==> config.mk <==
export PLATFORM = sky130hd
export DESIGN_NAME = node_task_table_flat
export DESIGN_NICKNAME = d
export VERILOG_FILES = /design/src/rtl/node_task_table_if.sv /design/src/rtl/node_task_table.sv /design/src/flat_wrapper.sv
export SDC_FILE = /design/constraint.sdc
export NUM_CORES = 2
export LEC_CHECK = 0
export BUFFER_PORTS_ARGS = -buffer_cell sky130_fd_sc_hd__buf_2
export CAP_MARGIN = 20
export CORE_MARGIN = 2
export CORE_UTILIZATION = 50
export DETAILED_ROUTE_END_ITERATION = 10
export PLACE_DENSITY = 0.76
export SETUP_SLACK_MARGIN = 0.5
export SYNTH_ARGS = -nofsm -noshare
export SYNTH_HDL_FRONTEND = slang
export SYNTH_SLANG_ARGS = --single-unit
==> constraint.sdc <==
create_clock -name clk -period 55.1 [get_ports clk]
set_input_delay 11.02 -clock clk [delete_from_list [all_inputs] [get_ports clk]]
set_output_delay 11.02 -clock clk [all_outputs]
set_load 0.01 [all_outputs]
==> src/rtl/node_task_table_if.sv <==
// if_axi_light: AXI-lite bundle (AW, W, B, AR, R channels) shared by the
// control interconnect and the node task table.
//   master modport: drives addresses, write data and response-ready.
//   slave  modport: drives the ready signals and the B/R responses.
`ifndef AXI_ADDR_WIDTH
`define AXI_ADDR_WIDTH 32
`endif
`ifndef AXI_DATA_WIDTH
`define AXI_DATA_WIDTH 32
`endif

interface if_axi_light;
    logic [`AXI_ADDR_WIDTH-1:0]   awaddr;
    logic                         awvalid;
    logic                         awready;
    logic [`AXI_DATA_WIDTH-1:0]   wdata;
    logic [`AXI_DATA_WIDTH/8-1:0] wstrb;
    logic                         wvalid;
    logic                         wready;
    logic [1:0]                   bresp;
    logic                         bvalid;
    logic                         bready;
    logic [`AXI_ADDR_WIDTH-1:0]   araddr;
    logic                         arvalid;
    logic                         arready;
    logic [`AXI_DATA_WIDTH-1:0]   rdata;
    logic [1:0]                   rresp;
    logic                         rvalid;
    logic                         rready;

    modport master (
        output awaddr, awvalid, input awready,
        output wdata, wstrb, wvalid, input wready,
        input  bresp, bvalid, output bready,
        output araddr, arvalid, input arready,
        input  rdata, rresp, rvalid, output rready
    );

    modport slave (
        input  awaddr, awvalid, output awready,
        input  wdata, wstrb, wvalid, output wready,
        output bresp, bvalid, input bready,
        input  araddr, arvalid, output arready,
        output rdata, rresp, rvalid, input rready
    );
endinterface

==> src/rtl/node_task_table.sv <==
// node_task_table: one program-address slot per processing node.
// Nodes poll their slot over AXI-lite reads and report completion by
// writing 0; the scheduler loads new program addresses into empty slots.
// Ports:
//   clk, res      clock and asynchronous active-high reset
//   s_axi         AXI-lite slave (reads return slot, writes store slot)
//   assign_*      scheduler load request (valid/ready, node id, address)
//   busy          bit n set while slot n is nonzero
//   fin_valid/fin_node  one-cycle pulse when a node clears a nonzero slot
`ifndef AXI_ADDR_WIDTH
`define AXI_ADDR_WIDTH 32
`endif
`ifndef AXI_DATA_WIDTH
`define AXI_DATA_WIDTH 32
`endif

module node_task_table #(
    parameter int NODES      = 32,
    parameter int INDEX_PROG = 7,
    parameter int PICO_MSB   = 6,
    parameter int PICO_LSB   = 2
) (
    input  logic                       clk,
    input  logic                       res,
    if_axi_light.slave                 s_axi,
    input  logic                       assign_valid,
    input  logic [4:0]                 assign_node,
    input  logic [`AXI_DATA_WIDTH-1:0] assign_addr,
    output logic                       assign_ready,
    output logic [NODES-1:0]           busy,
    output logic                       fin_valid,
    output logic [4:0]                 fin_node
);
    localparam int DW = `AXI_DATA_WIDTH;
    localparam int SW = DW / 8;
    // Bit n set when node id n exists; lets a 5-bit id be range-checked
    // without a comparison that is constant for NODES=32.
    localparam logic [63:0] NODE_MASK_WIDE = (64'd1 << NODES) - 64'd1;
    localparam logic [31:0] NODE_MASK      = NODE_MASK_WIDE[31:0];
    localparam logic [1:0]  RESP_OKAY      = 2'b00;
    localparam logic [1:0]  RESP_SLVERR    = 2'b10;

    typedef enum logic {R_IDLE, R_RESP} r_state_t;
    typedef enum logic [1:0] {W_COLLECT, W_COMMIT, W_RESP} w_state_t;

    logic [DW-1:0] slot_reg [NODES];

    r_state_t      r_state_reg, r_state_next;
    logic [DW-1:0] rdata_reg;
    logic [1:0]    rresp_reg;

    w_state_t      w_state_reg, w_state_next;
    logic          aw_latched_reg, w_latched_reg;
    logic          aw_prog_reg;
    logic [4:0]    aw_id_reg;
    logic [DW-1:0] wdata_reg;
    logic [SW-1:0] wstrb_reg;
    logic [1:0]    bresp_reg;

    logic [4:0]    ar_id;
    logic          ar_legal;
    logic          ar_hs, aw_hs, w_hs;
    logic          commit_en, commit_legal;
    logic [DW-1:0] old_slot;
    logic          load_en;
    logic          unused_addr_bits;

    assign unused_addr_bits = ^{s_axi.awaddr, s_axi.araddr};

    // ---------------- read path ----------------
    assign ar_id    = s_axi.araddr[PICO_MSB:PICO_LSB];
    assign ar_legal = s_axi.araddr[INDEX_PROG] && NODE_MASK[ar_id];
    assign ar_hs    = (r_state_reg == R_IDLE) && s_axi.arvalid;

    always_comb begin
        r_state_next   = r_state_reg;
        s_axi.arready  = 1'b0;
        s_axi.rvalid   = 1'b0;
        case (r_state_reg)
            R_IDLE: begin
                s_axi.arready = 1'b1;
                if (s_axi.arvalid) r_state_next = R_RESP;
            end
            R_RESP: begin
                s_axi.rvalid = 1'b1;
                if (s_axi.rready) r_state_next = R_IDLE;
            end
            default: r_state_next = R_IDLE;
        endcase
    end

    always_ff @(posedge clk or posedge res) begin
        if (res) begin
            r_state_reg <= R_IDLE;
            rdata_reg   <= '0;
            rresp_reg   <= RESP_OKAY;
        end else begin
            r_state_reg <= r_state_next;
            if (ar_hs) begin
                rdata_reg <= ar_legal ? slot_reg[ar_id] : '0;
                rresp_reg <= ar_legal ? RESP_OKAY : RESP_SLVERR;
            end
        end
    end

    assign s_axi.rdata = rdata_reg;
    assign s_axi.rresp = rresp_reg;

    // ---------------- write path ----------------
    assign aw_hs = (w_state_reg == W_COLLECT) && !aw_latched_reg && s_axi.awvalid;
    assign w_hs  = (w_state_reg == W_COLLECT) && !w_latched_reg  && s_axi.wvalid;

    always_comb begin
        w_state_next  = w_state_reg;
        s_axi.awready = 1'b0;
        s_axi.wready  = 1'b0;
        s_axi.bvalid  = 1'b0;
        case (w_state_reg)
            W_COLLECT: begin
                s_axi.awready = !aw_latched_reg;
                s_axi.wready  = !w_latched_reg;
                // Count this cycle's handshakes so the commit follows the
                // later of AW/W by exactly one cycle.
                if ((aw_latched_reg || aw_hs) && (w_latched_reg || w_hs))
                    w_state_next = W_COMMIT;
            end
            W_COMMIT: w_state_next = W_RESP;
            W_RESP: begin
                s_axi.bvalid = 1'b1;
                if (s_axi.bready) w_state_next = W_COLLECT;
            end
            default: w_state_next = W_COLLECT;
        endcase
    end

    assign commit_en    = (w_state_reg == W_COMMIT);
    assign commit_legal = aw_prog_reg && NODE_MASK[aw_id_reg] && (&wstrb_reg);
    assign old_slot     = slot_reg[aw_id_reg];

    always_ff @(posedge clk or posedge res) begin
        if (res) begin
            w_state_reg    <= W_COLLECT;
            aw_latched_reg <= 1'b0;
            w_latched_reg  <= 1'b0;
            aw_prog_reg    <= 1'b0;
            aw_id_reg      <= '0;
            wdata_reg      <= '0;
            wstrb_reg      <= '0;
            bresp_reg      <= RESP_OKAY;
        end else begin
            w_state_reg <= w_state_next;
            if (aw_hs) begin
                aw_latched_reg <= 1'b1;
                aw_prog_reg    <= s_axi.awaddr[INDEX_PROG];
                aw_id_reg      <= s_axi.awaddr[PICO_MSB:PICO_LSB];
            end
            if (w_hs) begin
                w_latched_reg <= 1'b1;
                wdata_reg     <= s_axi.wdata;
                wstrb_reg     <= s_axi.wstrb;
            end
            if (commit_en)
                bresp_reg <= commit_legal ? RESP_OKAY : RESP_SLVERR;
            if (w_state_reg == W_RESP && s_axi.bready) begin
                aw_latched_reg <= 1'b0;
                w_latched_reg  <= 1'b0;
            end
        end
    end

    assign s_axi.bresp = bresp_reg;

    assign fin_valid = commit_en && NODE_MASK[aw_id_reg] &&
                       (old_slot != '0) && (wdata_reg == '0);
    assign fin_node  = fin_valid ? aw_id_reg : 5'd0;

    // ---------------- scheduler load ----------------
    // The committing slot is blocked for the commit cycle so a load can
    // never race a node write on the same slot.
    assign assign_ready = NODE_MASK[assign_node] && (slot_reg[assign_node] == '0) &&
                          !(commit_en && aw_id_reg == assign_node);
    assign load_en      = assign_valid && assign_ready;

    always_ff @(posedge clk or posedge res) begin
        if (res) begin
            for (int i = 0; i < NODES; i++) slot_reg[i] <= '0;
        end else begin
            for (int i = 0; i < NODES; i++) begin
                if (commit_en && commit_legal && aw_id_reg == 5'(i))
                    slot_reg[i] <= wdata_reg;
                else if (load_en && assign_node == 5'(i))
                    slot_reg[i] <= assign_addr;
            end
        end
    end

    for (genvar gi = 0; gi < NODES; gi++) begin : g_busy
        assign busy[gi] = |slot_reg[gi];
    end
endmodule

==> src/flat_wrapper.sv <==
// flat-port wrapper written by rule: the top's interface ports become plain ports
module node_task_table_flat 
#(
    parameter int NODES      = 32,
    parameter int INDEX_PROG = 7,
    parameter int PICO_MSB   = 6,
    parameter int PICO_LSB   = 2
)
  (clk, res, assign_valid, assign_node, assign_addr, assign_ready, busy, fin_valid, fin_node, s_axi_awaddr, s_axi_awvalid, s_axi_awready, s_axi_wdata, s_axi_wstrb, s_axi_wvalid, s_axi_wready, s_axi_bresp, s_axi_bvalid, s_axi_bready, s_axi_araddr, s_axi_arvalid, s_axi_arready, s_axi_rdata, s_axi_rresp, s_axi_rvalid, s_axi_rready);
  if_axi_light s_axi_i ();
  input  logic clk;
  input  logic res;
  input  logic assign_valid;
  input  logic [4:0] assign_node;
  input  logic [`AXI_DATA_WIDTH-1:0] assign_addr;
  output logic assign_ready;
  output logic [NODES-1:0] busy;
  output logic fin_valid;
  output logic [4:0] fin_node;
  input wire logic [$bits(s_axi_i.awaddr)-1:0] s_axi_awaddr;
  input wire logic [$bits(s_axi_i.awvalid)-1:0] s_axi_awvalid;
  output wire logic [$bits(s_axi_i.awready)-1:0] s_axi_awready;
  input wire logic [$bits(s_axi_i.wdata)-1:0] s_axi_wdata;
  input wire logic [$bits(s_axi_i.wstrb)-1:0] s_axi_wstrb;
  input wire logic [$bits(s_axi_i.wvalid)-1:0] s_axi_wvalid;
  output wire logic [$bits(s_axi_i.wready)-1:0] s_axi_wready;
  output wire logic [$bits(s_axi_i.bresp)-1:0] s_axi_bresp;
  output wire logic [$bits(s_axi_i.bvalid)-1:0] s_axi_bvalid;
  input wire logic [$bits(s_axi_i.bready)-1:0] s_axi_bready;
  input wire logic [$bits(s_axi_i.araddr)-1:0] s_axi_araddr;
  input wire logic [$bits(s_axi_i.arvalid)-1:0] s_axi_arvalid;
  output wire logic [$bits(s_axi_i.arready)-1:0] s_axi_arready;
  output wire logic [$bits(s_axi_i.rdata)-1:0] s_axi_rdata;
  output wire logic [$bits(s_axi_i.rresp)-1:0] s_axi_rresp;
  output wire logic [$bits(s_axi_i.rvalid)-1:0] s_axi_rvalid;
  input wire logic [$bits(s_axi_i.rready)-1:0] s_axi_rready;
  assign s_axi_i.awaddr = s_axi_awaddr;
  assign s_axi_i.awvalid = s_axi_awvalid;
  assign s_axi_awready = s_axi_i.awready;
  assign s_axi_i.wdata = s_axi_wdata;
  assign s_axi_i.wstrb = s_axi_wstrb;
  assign s_axi_i.wvalid = s_axi_wvalid;
  assign s_axi_wready = s_axi_i.wready;
  assign s_axi_bresp = s_axi_i.bresp;
  assign s_axi_bvalid = s_axi_i.bvalid;
  assign s_axi_i.bready = s_axi_bready;
  assign s_axi_i.araddr = s_axi_araddr;
  assign s_axi_i.arvalid = s_axi_arvalid;
  assign s_axi_arready = s_axi_i.arready;
  assign s_axi_rdata = s_axi_i.rdata;
  assign s_axi_rresp = s_axi_i.rresp;
  assign s_axi_rvalid = s_axi_i.rvalid;
  assign s_axi_i.rready = s_axi_rready;
  node_task_table #(.NODES(NODES), .INDEX_PROG(INDEX_PROG), .PICO_MSB(PICO_MSB), .PICO_LSB(PICO_LSB)) u_core (.clk(clk), .res(res), .s_axi(s_axi_i), .assign_valid(assign_valid), .assign_node(assign_node), .assign_addr(assign_addr), .assign_ready(assign_ready), .busy(busy), .fin_valid(fin_valid), .fin_node(fin_node));
endmodule
==> out/qor.yml <==
outcome:
  status: "completed"
floorplanning:
  ios: 225
  dieHeight_um: 356
  fp.dieW_um: 356
  start_util_pct: 50.2
  coreArea_um2: 123000
  dieArea_um2: 127000
  core.rowCount: 129
setup_path:
  cp_max_fo: 50
  worst-path-buf-inv: 5
  critPathTopFamily: "buffers and inverters"
  crit_slowest_cell: "nand2b_1"
  r2r-end: "u_core.slot_reg[225]$_DFFE_PP0P_"
  cp-start-kind: "primary input"
  cp-end-kind: "output pin"
  max_stage_delay_ns: 0.80
  r2r-start: "u_core.slot_reg[171]$_DFFE_PP0P_"
  ff2ff_path_depth: 12
  rrSetupSlack_ns: 48.93
  cp.arrival_ns: 15.92
  crit_required_ns: 44.08
  path_class: "primary input to output pin"
  path_cells: "buf_2 > buf_4 > nand2b_1 > o221ai_1 > a221o_1 > o211ai_1 > or4b_1 > a222oi_1 > buf_4 > nand2_2 > inv_1 > buf_2"
drt:
  totalWireLength_um: 279000
  via_count: 58500
  drt-initial-drc-count: 11500
  post-route-drc-count: 0
  ant_nets: 0
  post_drt_wl_per_cell_um: 36.2
  drtPass1Iterations: 8
  via_per_inst: 7.61
hold_path:
  hp-start: "u_core.s_axi.rdata[23]$_DFFE_PP0P_"
  whs_endpoint: "u_core.s_axi.rdata[23]$_DFFE_PP0P_"
  hold_path_class: "register to register"
  min_path_cells: 2
grt:
  grt_first_pass_wirelength_um: 399000
  grt-ovfl-total: 0
  grt_usage_pct: 43.4
  antenna_found_initial: 13
  grt_max_degree: 113
  grt_pass1_vias: 55500
timing:
  tns_ns: 0
  max_freq_mhz: 37.1
  period_needed_ns: 26.94
  fin_ws_ns: 28.16
  maxSlewHeadroom_pct: 9.98
  maxSlewViolCount: 0
  hold_violations: 0
  hold_slack_ns: 0.472
  setup_viol_count_final: 0
  tightest_slew_ns: 1.34
  rsz0062_at_grt: "no"
  skew_ns: 0.0430
  min_period_over_period_pct: 48.9
logic_synthesis:
  synth_flop_cell: "dfrtp_1"
  synth.ff_latch_count: 1105
  synth_area_um2: 61800
  synth_warnings: 0
  synth_edf_count: 0
  avgSynthCellArea_um2: 10.0
  synth-seq-area-share_pct: 44.7
  yosysUniqueCellTypes: 76
  synth-async-reset-ratio_pct: 100
  synth_cells: 6161
cts:
  cts_resized: 0
  postCtsHoldBufs: 0
  cts_root_buffer: "clkbuf_16"
  cts_sinks: 1105
  clk_pin_slew_worst_paths_ns: 0.07
  cts_tree: "done"
  numCtsBuffers: 115
  post_cts_buffers: 0
  htree_levels: 3
  clk_latency_ns: 0.76
  ctsLongestPathBuffers: 3
place:
  pre_cts_slack_ns: 28.51
  place.gp.congestion: 1.08
  io_buffer_count: 170
  dp_cells: 7464
  dp_hpwl_um: 180000
finish:
  fin_nets: 6100
  regArea_um2: 27700
  layout-drive-gt1-share_pct: 17.1
  multi_input_area_um2: 31200
  largest_register_ffs: 1024
  syn_to_final_growth_pct: 9.10
  fillers: 10500
  fin_cells: 7695
power:
  power_mw: 3.01
  vdd_drop_max_mv: 0.0555
  p_leak_nw: 29.2
  power_density_nw_per_um2: 44.6
flow_run:
  maxCapViolations: 0
worst max-delay path by stage:
stage | from | endpoint | slack, ns | cells past startpoint
finish | assign_node[0] | assign_ready | 28.16 | 12
global route | assign_node[1] | assign_ready | 28.22 | 13
CTS | assign_node[0] | assign_ready | 28.49 | 12
detailed placement | assign_node[0] | assign_ready | 28.51 | 12
global placement | assign_node[0] | assign_ready | 28.47 | 12
floorplan | res | u_core.aw_id_reg[0]$_DFFE_PP0P_ | 12.97 | 1
final cells by class:
type                            count  area share [%]
Clock inverter                     38           0.577
Tap cell                         1637            3.04
Timing Repair Buffer              364            3.51
Multi-Input combinational cell   4291            46.3
Sequential cell                  1105            41.0
Clock buffer                      175            5.17
Inverter                           78           0.445
Antenna cell                        7          0.0260
routing by layer:
metal  global-route usage (%)  vias up  routed length, um
met1                     54.8    28700              94500
met4                     31.3       14              25800
met5                    0.415        -                238
met3                     18.8     1472              46500
li1                         -    22500                  -
met2                     59.3     5881             112000
stage by stage:
stage               util (%)  area, um2
finish                  54.8      67500
global route            54.8      67500
floorplan                  -      61900
global placement        51.5      63500
CTS                     54.7      67400
detailed placement      51.5      63500
cells by family after synthesis:
group | synth area share, %
multiplexers | 14.0
other | 0.00606
AO/OA/AOI/OAI | 17.4
buffers and inverters | 5.14
AND/OR/NAND/NOR | 18.7
XOR/XNOR | 0.0708
flip-flops | 44.7
synthesized netlist by cell type, types with 10 or more instances:
cell type / n / share of area, %
nor2_1: 1359 / 8.2
dfrtp_1: 1105 / 45
a211oi_1: 615 / 7.5
clkbuf_1: 448 / 2.7
mux4_2: 345 / 13
nor2b_1: 263 / 2.7
a221o_1: 258 / 4.2
nor3_1: 217 / 1.8
nor4_1: 188 / 1.9
nand2_1: 167 / 1.0
a21oi_1: 162 / 1.3
buf_2: 157 / 1.3
inv_1: 76 / 0.46
nand3_1: 67 / 0.54
buf_1: 66 / 0.40
o21ai_0: 59 / 0.48
or3_1: 57 / 0.58
mux2_2: 45 / 0.82
o21a_1: 41 / 0.50
mux2i_1: 39 / 0.63
nand2b_1: 39 / 0.39
or4_1: 39 / 0.47
o211ai_1: 38 / 0.46
o221a_2: 36 / 0.66
o32ai_1: 33 / 0.47
o211a_1: 32 / 0.52
nand4_1: 30 / 0.30
and3_1: 19 / 0.19
a41o_1: 16 / 0.26
buf_6: 12 / 0.22
and2_1: 11 / 0.11
o311ai_0: 10 / 0.14
power breakdown:
part           switching (mW)  internal [mW]  total (mW)
registers               0.134          0.942        1.08
logic                   0.762          0.351        1.11
clock network           0.354          0.463       0.817
total                    1.25           1.76        3.01
cell usage in the layout (no fill, tap or decap), drive strengths merged, types with 6 or more instances in the layout:
cell type	instances
and2	11
mux4	345
nand2	168
a2111oi	7
mux2i	39
o21a	41
nor2b	263
diode	7
nor3	218
o221a	36
nand4	30
clkinv	27
o311ai	11
bufinv	6
o32ai	33
o21ai	60
clkbuf	176
o211ai	38
a21oi	162
dfrtp	1105
nor4	191
o211a	32
nand3	68
a221o	258
inv	80
a31oi	8
buf	363
a41o	16
nor2	1359
o22ai	8
a211oi	615
and3	19
or3	57
mux2	45
or4	39
and4	8
nand2b	39
tightest hold or removal path: stages (launching register included):
cell and delay, ns:
dfrtp_1 0.34, nand2_1 0.04, o21ai_0 0.05
No activity file was read; power rests on OpenSTA's default activity.
